--- config.mk ---
export PLATFORM = sky130hd
export DESIGN_NAME = spmv_row_sched
export DESIGN_NICKNAME = d
export VERILOG_FILES = /design/src/rtl/spmv_row_sched.sv
export SDC_FILE = /design/constraint.sdc
export NUM_CORES = 1
export LEC_CHECK = 0
export ABC_AREA = 1
export CORE_ASPECT_RATIO = 0.5
export CORE_MARGIN = 3
export CORE_UTILIZATION = 32
export DETAILED_ROUTE_END_ITERATION = 10
export SYNTH_ARGS = -nofsm -noshare
export SYNTH_HDL_FRONTEND = slang
export SYNTH_SLANG_ARGS = --single-unit
export TNS_END_PERCENT = 50
--- constraint.sdc ---
create_clock -name Clk -period 8.99 [get_ports Clk]
set_input_delay 2.697 -clock Clk [delete_from_list [all_inputs] [get_ports Clk]]
set_output_delay 2.697 -clock Clk [all_outputs]
set_load 0.02 [all_outputs]
--- src/rtl/spmv_row_sched.sv ---
// spmv_row_sched
// --------------
// Walks a CSR sparse matrix row by row and streams one {row, matrix value,
// vector value} element per nonzero to the downstream multiply-accumulate
// stage. Both memory ports are combinational-read: read data is valid in the
// same cycle the address is driven.
//
// Ports:
//   Clk, Rst          clock; synchronous active-high reset
//   start             one-cycle pass request, sampled only while idle
//   num_rows          rows in the pass, captured on accepted start
//   row_base          base address of the row-pointer array (index memory)
//   wdata_col_base    base address of the column-index array (index memory)
//   matrix_base       base address of the matrix-value array (value memory)
//   v_values_base     base address of the dense vector (value memory)
//   addr1 / dataIn1   index-memory address / read data
//   addr2 / dataIn2   value-memory address / read data
//   elem_valid/ready  element handshake towards the MAC
//   elem_row/mat/vec  element payload (qualified by elem_valid)
//   elem_last         element is the last nonzero of its row
//   row_done          one-cycle pulse at the end of every row, empty or not
//   busy              high whenever not idle
//   done              one-cycle pulse when the pass completes
module spmv_row_sched #(
    parameter int AW = 32,
    parameter int DW = 32,
    parameter int RW = 16
) (
    input  logic          Clk,
    input  logic          Rst,
    input  logic          start,
    input  logic [RW-1:0] num_rows,
    input  logic [AW-1:0] row_base,
    input  logic [AW-1:0] wdata_col_base,
    input  logic [AW-1:0] matrix_base,
    input  logic [AW-1:0] v_values_base,
    output logic [AW-1:0] addr1,
    input  logic [DW-1:0] dataIn1,
    output logic [AW-1:0] addr2,
    input  logic [DW-1:0] dataIn2,
    output logic          elem_valid,
    input  logic          elem_ready,
    output logic [RW-1:0] elem_row,
    output logic [DW-1:0] elem_mat,
    output logic [DW-1:0] elem_vec,
    output logic          elem_last,
    output logic          row_done,
    output logic          busy,
    output logic          done
);

    typedef enum logic [2:0] {
        S_IDLE,
        S_PTR0,
        S_PTR,
        S_IDX,
        S_VEC,
        S_EMIT,
        S_ROWEND,
        S_DONE
    } state_t;

    state_t        state_q, state_d;
    logic [RW-1:0] r_q, r_d;
    logic [DW-1:0] k_q, k_d;
    logic [DW-1:0] kend_q, kend_d;
    logic [DW-1:0] col_q, col_d;
    logic [DW-1:0] mat_q, mat_d;
    logic [DW-1:0] vec_q, vec_d;
    logic [RW-1:0] num_rows_q, num_rows_d;
    logic [AW-1:0] row_base_q, row_base_d;
    logic [AW-1:0] col_base_q, col_base_d;
    logic [AW-1:0] mat_base_q, mat_base_d;
    logic [AW-1:0] vec_base_q, vec_base_d;

    logic [DW-1:0] k_inc;
    logic [RW-1:0] r_inc;

    assign k_inc = k_q + DW'(1);
    assign r_inc = r_q + RW'(1);

    // ------------------------------------------------------------------
    // State and datapath registers
    // ------------------------------------------------------------------
    // NOTE: every register here is a plain flop (no memory array), so all of
    // them are cleared on reset; that keeps elem_row/mat/vec at 0 afterwards.
    always_ff @(posedge Clk) begin
        if (Rst) begin
            state_q    <= S_IDLE;
            r_q        <= '0;
            k_q        <= '0;
            kend_q     <= '0;
            col_q      <= '0;
            mat_q      <= '0;
            vec_q      <= '0;
            num_rows_q <= '0;
            row_base_q <= '0;
            col_base_q <= '0;
            mat_base_q <= '0;
            vec_base_q <= '0;
        end else begin
            // NOTE: non-blocking assignments so every flop samples the
            // pre-edge values regardless of statement order.
            state_q    <= state_d;
            r_q        <= r_d;
            k_q        <= k_d;
            kend_q     <= kend_d;
            col_q      <= col_d;
            mat_q      <= mat_d;
            vec_q      <= vec_d;
            num_rows_q <= num_rows_d;
            row_base_q <= row_base_d;
            col_base_q <= col_base_d;
            mat_base_q <= mat_base_d;
            vec_base_q <= vec_base_d;
        end
    end

    // ------------------------------------------------------------------
    // Next state and register updates
    // ------------------------------------------------------------------
    always_comb begin
        // NOTE: hold-value defaults first, so no path leaves a signal
        // unassigned and no latch is inferred.
        state_d    = state_q;
        r_d        = r_q;
        k_d        = k_q;
        kend_d     = kend_q;
        col_d      = col_q;
        mat_d      = mat_q;
        vec_d      = vec_q;
        num_rows_d = num_rows_q;
        row_base_d = row_base_q;
        col_base_d = col_base_q;
        mat_base_d = mat_base_q;
        vec_base_d = vec_base_q;

        case (state_q)
            S_IDLE: begin
                if (start) begin
                    num_rows_d = num_rows;
                    row_base_d = row_base;
                    col_base_d = wdata_col_base;
                    mat_base_d = matrix_base;
                    vec_base_d = v_values_base;
                    r_d        = '0;
                    state_d    = (num_rows == '0) ? S_DONE : S_PTR0;
                end
            end
            S_PTR0: begin
                // row_ptr[0]: start pointer of the first row
                k_d     = dataIn1;
                state_d = S_PTR;
            end
            S_PTR: begin
                // row_ptr[r+1]; an end at or below the start is treated as empty
                kend_d  = dataIn1;
                state_d = (dataIn1 <= k_q) ? S_ROWEND : S_IDX;
            end
            S_IDX: begin
                col_d   = dataIn1;
                mat_d   = dataIn2;
                state_d = S_VEC;
            end
            S_VEC: begin
                vec_d   = dataIn2;
                state_d = S_EMIT;
            end
            S_EMIT: begin
                if (elem_ready) begin
                    k_d     = k_inc;
                    state_d = (k_inc < kend_q) ? S_IDX : S_ROWEND;
                end
            end
            S_ROWEND: begin
                // This row's end is the next row's start, so it is not re-read.
                k_d = kend_q;
                if (r_inc == num_rows_q) begin
                    state_d = S_DONE;
                end else begin
                    r_d     = r_inc;
                    state_d = S_PTR;
                end
            end
            S_DONE: begin
                state_d = S_IDLE;
            end
            default: begin
                state_d = S_IDLE;
            end
        endcase
    end

    // ------------------------------------------------------------------
    // Outputs
    // ------------------------------------------------------------------
    always_comb begin
        addr1      = '0;
        addr2      = '0;
        elem_valid = 1'b0;
        elem_last  = 1'b0;
        row_done   = 1'b0;
        done       = 1'b0;
        busy       = (state_q != S_IDLE);

        case (state_q)
            S_PTR0: begin
                addr1 = row_base_q;
            end
            S_PTR: begin
                addr1 = row_base_q + AW'(r_q) + AW'(1);
            end
            S_IDX: begin
                addr1 = col_base_q + AW'(k_q);
                addr2 = mat_base_q + AW'(k_q);
            end
            S_VEC: begin
                addr2 = vec_base_q + AW'(col_q);
            end
            S_EMIT: begin
                elem_valid = 1'b1;
                elem_last  = (k_inc == kend_q);
            end
            S_ROWEND: begin
                row_done = 1'b1;
            end
            S_DONE: begin
                done = 1'b1;
            end
            default: begin
            end
        endcase
    end

    assign elem_row = r_q;
    assign elem_mat = mat_q;
    assign elem_vec = vec_q;

endmodule

==> summary.md <==
| Metric | Value |
|---|---|
| Status | `finished, final reports clean` |
| Sw Ratio | `0.4673` |
| Initial antenna violation count | `5` |
| Cell Pwr Density | `267.9 mW/mm²` |
| Crit path launch type | `register` |
| Finished Core Util | `0.4108` |
| Cell count after synthesis | `3460` |
| Fraction of layout cells with a size suffix above 1 | `0.03589` |
| Minimum clock period | `7.122 ns` |
| Row cnt | `67` |
| Kind of end point of the critical path | `output port` |
| Sink Count | `323` |
| Synth Register Bits | `323` |
| Clock Path Buffers | `3` |
| Global-route wire length before repair | `138.4 mm` |
| Initial Util | `0.3281` |
| Post-CTS Setup Bufs | `0` |
| RSZ-0062 raised after global routing | `false` |
| CP max FO | `8` |
| Final period util | `0.7922` |
| Area grow syn2layout | `25.23%` |
| Mean post-synth cell area | `6.447 µm²` |
| Dominant cell type by area after synthesis | `dfxtp_1` |
| Layout Cells excl Fill | `4697` |
| Min-Delay Path Class | `register to register` |
| TritonCTS buffer count | `36` |
| GRT Resource Usage Total | `0.2432` |
| Final Hold Vio Count | `0` |
| DRT Wirelength | `92.29 mm` |
| Placed insts | `4627` |
| Ys Warns | `0` |
| Ys flop type | `dfxtp_1` |
| Post-CTS sizing | `0` |
| Worst EP required | `6.29 ns` |
| Worst slew pin tran | `1.201 ns` |
| Layout Nets | `4125` |
| Die X | `379.4 µm` |
| Combinational power share | `0.497` |
| Clock transition at path regs | `0.07 ns` |
| # Max-Cap Violations | `0` |
| Clk Latency, worst-skew pair | `0.56 ns` |
| Top cells by area, synth | `dfxtp_1 29%, nand2_1 12%, ha_1 9.8%` |
| Top cells by count, synth | `715 x nand2_1, 437 x a21oi_1, 383 x nor2_1, 361 x o21ai_0, 323 x dfxtp_1` |
| Die Y | `192.7 µm` |
| Setup TNS | `0 ns` |
| Syn_nets | `3851` |
| Count of different cell masters after synthesis | `47` |
| Final setup skew | `0.02272 ns` |
| I/O pin count | `361` |
| Most common cell in the netlist | `nand2_1` |
| Final setup violation count | `0` |
| Crit Path Category | `register to output port` |
| Cell-internal power | `3.986 mW` |
| Mapped Area | `0.02231 mm²` |
| Initial DRC count | `2117` |
| Final Wtd Congestion | `0.9770` |
| Clock share of power | `0.209` |
| Net Sw Power | `3.497 mW` |
| Fmax | `0.1404 GHz` |
| Relative slew slack | `0.1983` |
| Antenna viol nets, final | `0` |
| IO Port Bufs | `360` |
| WL/cell | `19.65 µm` |
| Worst VDD drop | `188.0 µV` |
| Via density | `5.292` |
| Number of flops mapped to enable cells by yosys | `0` |
| Hold Buf Count CTS | `0` |
| Final-report max-slew violation count | `0` |
| Leakage | `11.67 nW` |
| DRT Pass-1 Iters | `6` |
| H-tree depth | `2` |
| Ys async rst share | `0` |
| Die area | `0.07310 mm²` |
| Total grt overflow | `0` |
| DRC Markers | `0` |
| Root buffer cell | `clkbuf_16` |
| Seq pwr share | `0.295` |
| CTS tree | `built` |
| Via count | `24858` |
| Vias in the first global route | `23390` |
| Largest net degree at the start of global routing | `188` |
| CP arrival | `4.43 ns` |
| Sequential-to-total area share from yosys stat | `0.2899` |
| Share of the synthesized area in the top cell type | `0.2899` |
| Core area | `0.06799 mm²` |
| Detailed placer's ending HPWL | `71.58 mm` |
-- routing by layer --
metal  GRT usage  vias to the layer above  routed length, µm
met3     0.02688                      116               4973
li1            -                    12291                  -
met4     0.06604                        0               2395
met5           0                        -                  0
met1      0.3314                    11742              41910
met2      0.4078                      709              43010
-- state kept, by name (all words and copies together) (netlist names), 16 cells and up --
| name | count |
|---|---|
| row_base_q | 32 |
| elem_row | 16 |
| kend_q | 32 |
| num_rows_q | 16 |
| col_base_q | 32 |
| mat_base_q | 32 |
| elem_mat | 32 |
| elem_vec | 32 |
| col_q | 32 |
| vec_base_q | 32 |
| k_q | 32 |
-- cells by family after synthesis --
logic type               Yosys count  share of synthesized area
flip-flops                       323                     0.2899
XOR/XNOR                          45                    0.01829
buffers and inverters            449                    0.07668
AND/OR/NAND/NOR                 1547                     0.2941
AO/OA/AOI/OAI                    917                     0.2193
adder cells (fa/ha/maj)          179                     0.1018
-- cell usage in the layout (no fill, tap or decap), types with 3 or more instances in the layout --
master           Yosys  final
nand2_4              2      3
nand3b_1            13     13
nand2_2              4      4
inv_2                4      5
buf_4                3     18
o221ai_1             6      6
a221oi_1            12     12
a21boi_0             3      3
nand4_1             43     43
inv_1              302    299
a31oi_1             24     24
a21o_1              14     14
or2_2               16     16
clkdlybuf4s50_1      0    358
o21a_1              10     10
xor2_1              30     30
clkbuf_16            0     36
bufinv_16            0      3
o21ai_0            361    361
clkinvlp_4           0      3
a21oi_1            437    437
clkbuf_8             0      8
nor4_1              21     21
a211oi_1             3      3
nand3_1            293    293
nor2_2               2      4
nor3_1              46     46
nand2_1            715    714
nor2_4               4      8
fa_1                 4      4
dfxtp_1            323    323
clkinv_2             0     10
xnor2_1             14     14
nor2_1             383    377
a21oi_2              9      9
ha_1               175    175
o22ai_1              7      7
o21bai_1             9      9
diode_2              0      5
o211ai_1            16     16
-- stage by stage --
stage | area [µm²] | setup slack, ns | power, mW | hold WS [ns]
floorplan | 22310 | 3.361 | 4.472 | 0.4410
detailed placement | 26700 | 2.463 | 5.888 | 0.4609
global route | 27930 | 1.483 | 8.020 | 0.4947
global placement | 26700 | 2.490 | 5.874 | 0.4564
CTS | 27920 | 1.840 | 7.479 | 0.4697
finish | 27930 | 1.868 | 7.482 | 0.4706
-- power by group through the flow --
stage	registers [mW]	clock network, mW	logic (mW)
floorplan	2.15	0	2.32
global placement	2.20	0	3.67
detailed placement	2.22	0	3.67
CTS	2.19	1.59	3.70
global route	2.25	1.65	4.12
finish	2.20	1.56	3.72
-- final cells by class --
cell class                 count  area (µm²)
antenna                        5       12.51
clock buffer                  46        1018
clock inverter                19       200.2
fill                        7249       40050
inverter                     308        1160
multi-input combinational   2688       14170
sequential                   323        6466
tap                          931        1165
timing repair buffer         377        3739
-- critical path, cell delays in order (launching register included) --
cell	delay, ns
dfxtp_1	0.55
ha_1	0.27
nand3_1	0.17
nor2_1	0.25
nand3_1	0.17
nor3_1	0.42
nand4_1	0.14
nand2_1	0.10
inv_1	0.06
ha_1	0.27
nand2_1	0.06
inv_1	0.05
nand3_1	0.06
nor2_1	0.12
inv_1	0.07
nor4_1	0.42
clkdlybuf4s50_1	0.69
-- path summary, 6_finish.rpt --
kind,from,to,slack (ns),cells after the start
worst max-delay path,k_q[1],elem_last,1.87,16
worst min-delay path,mat_base_q[12],mat_base_q[12],0.47,2
worst max register to register,k_q[0],state_q[2],5.27,21
worst min register to register,mat_base_q[12],mat_base_q[12],0.47,2
Note: power is estimated with default switching activity, not from simulation.
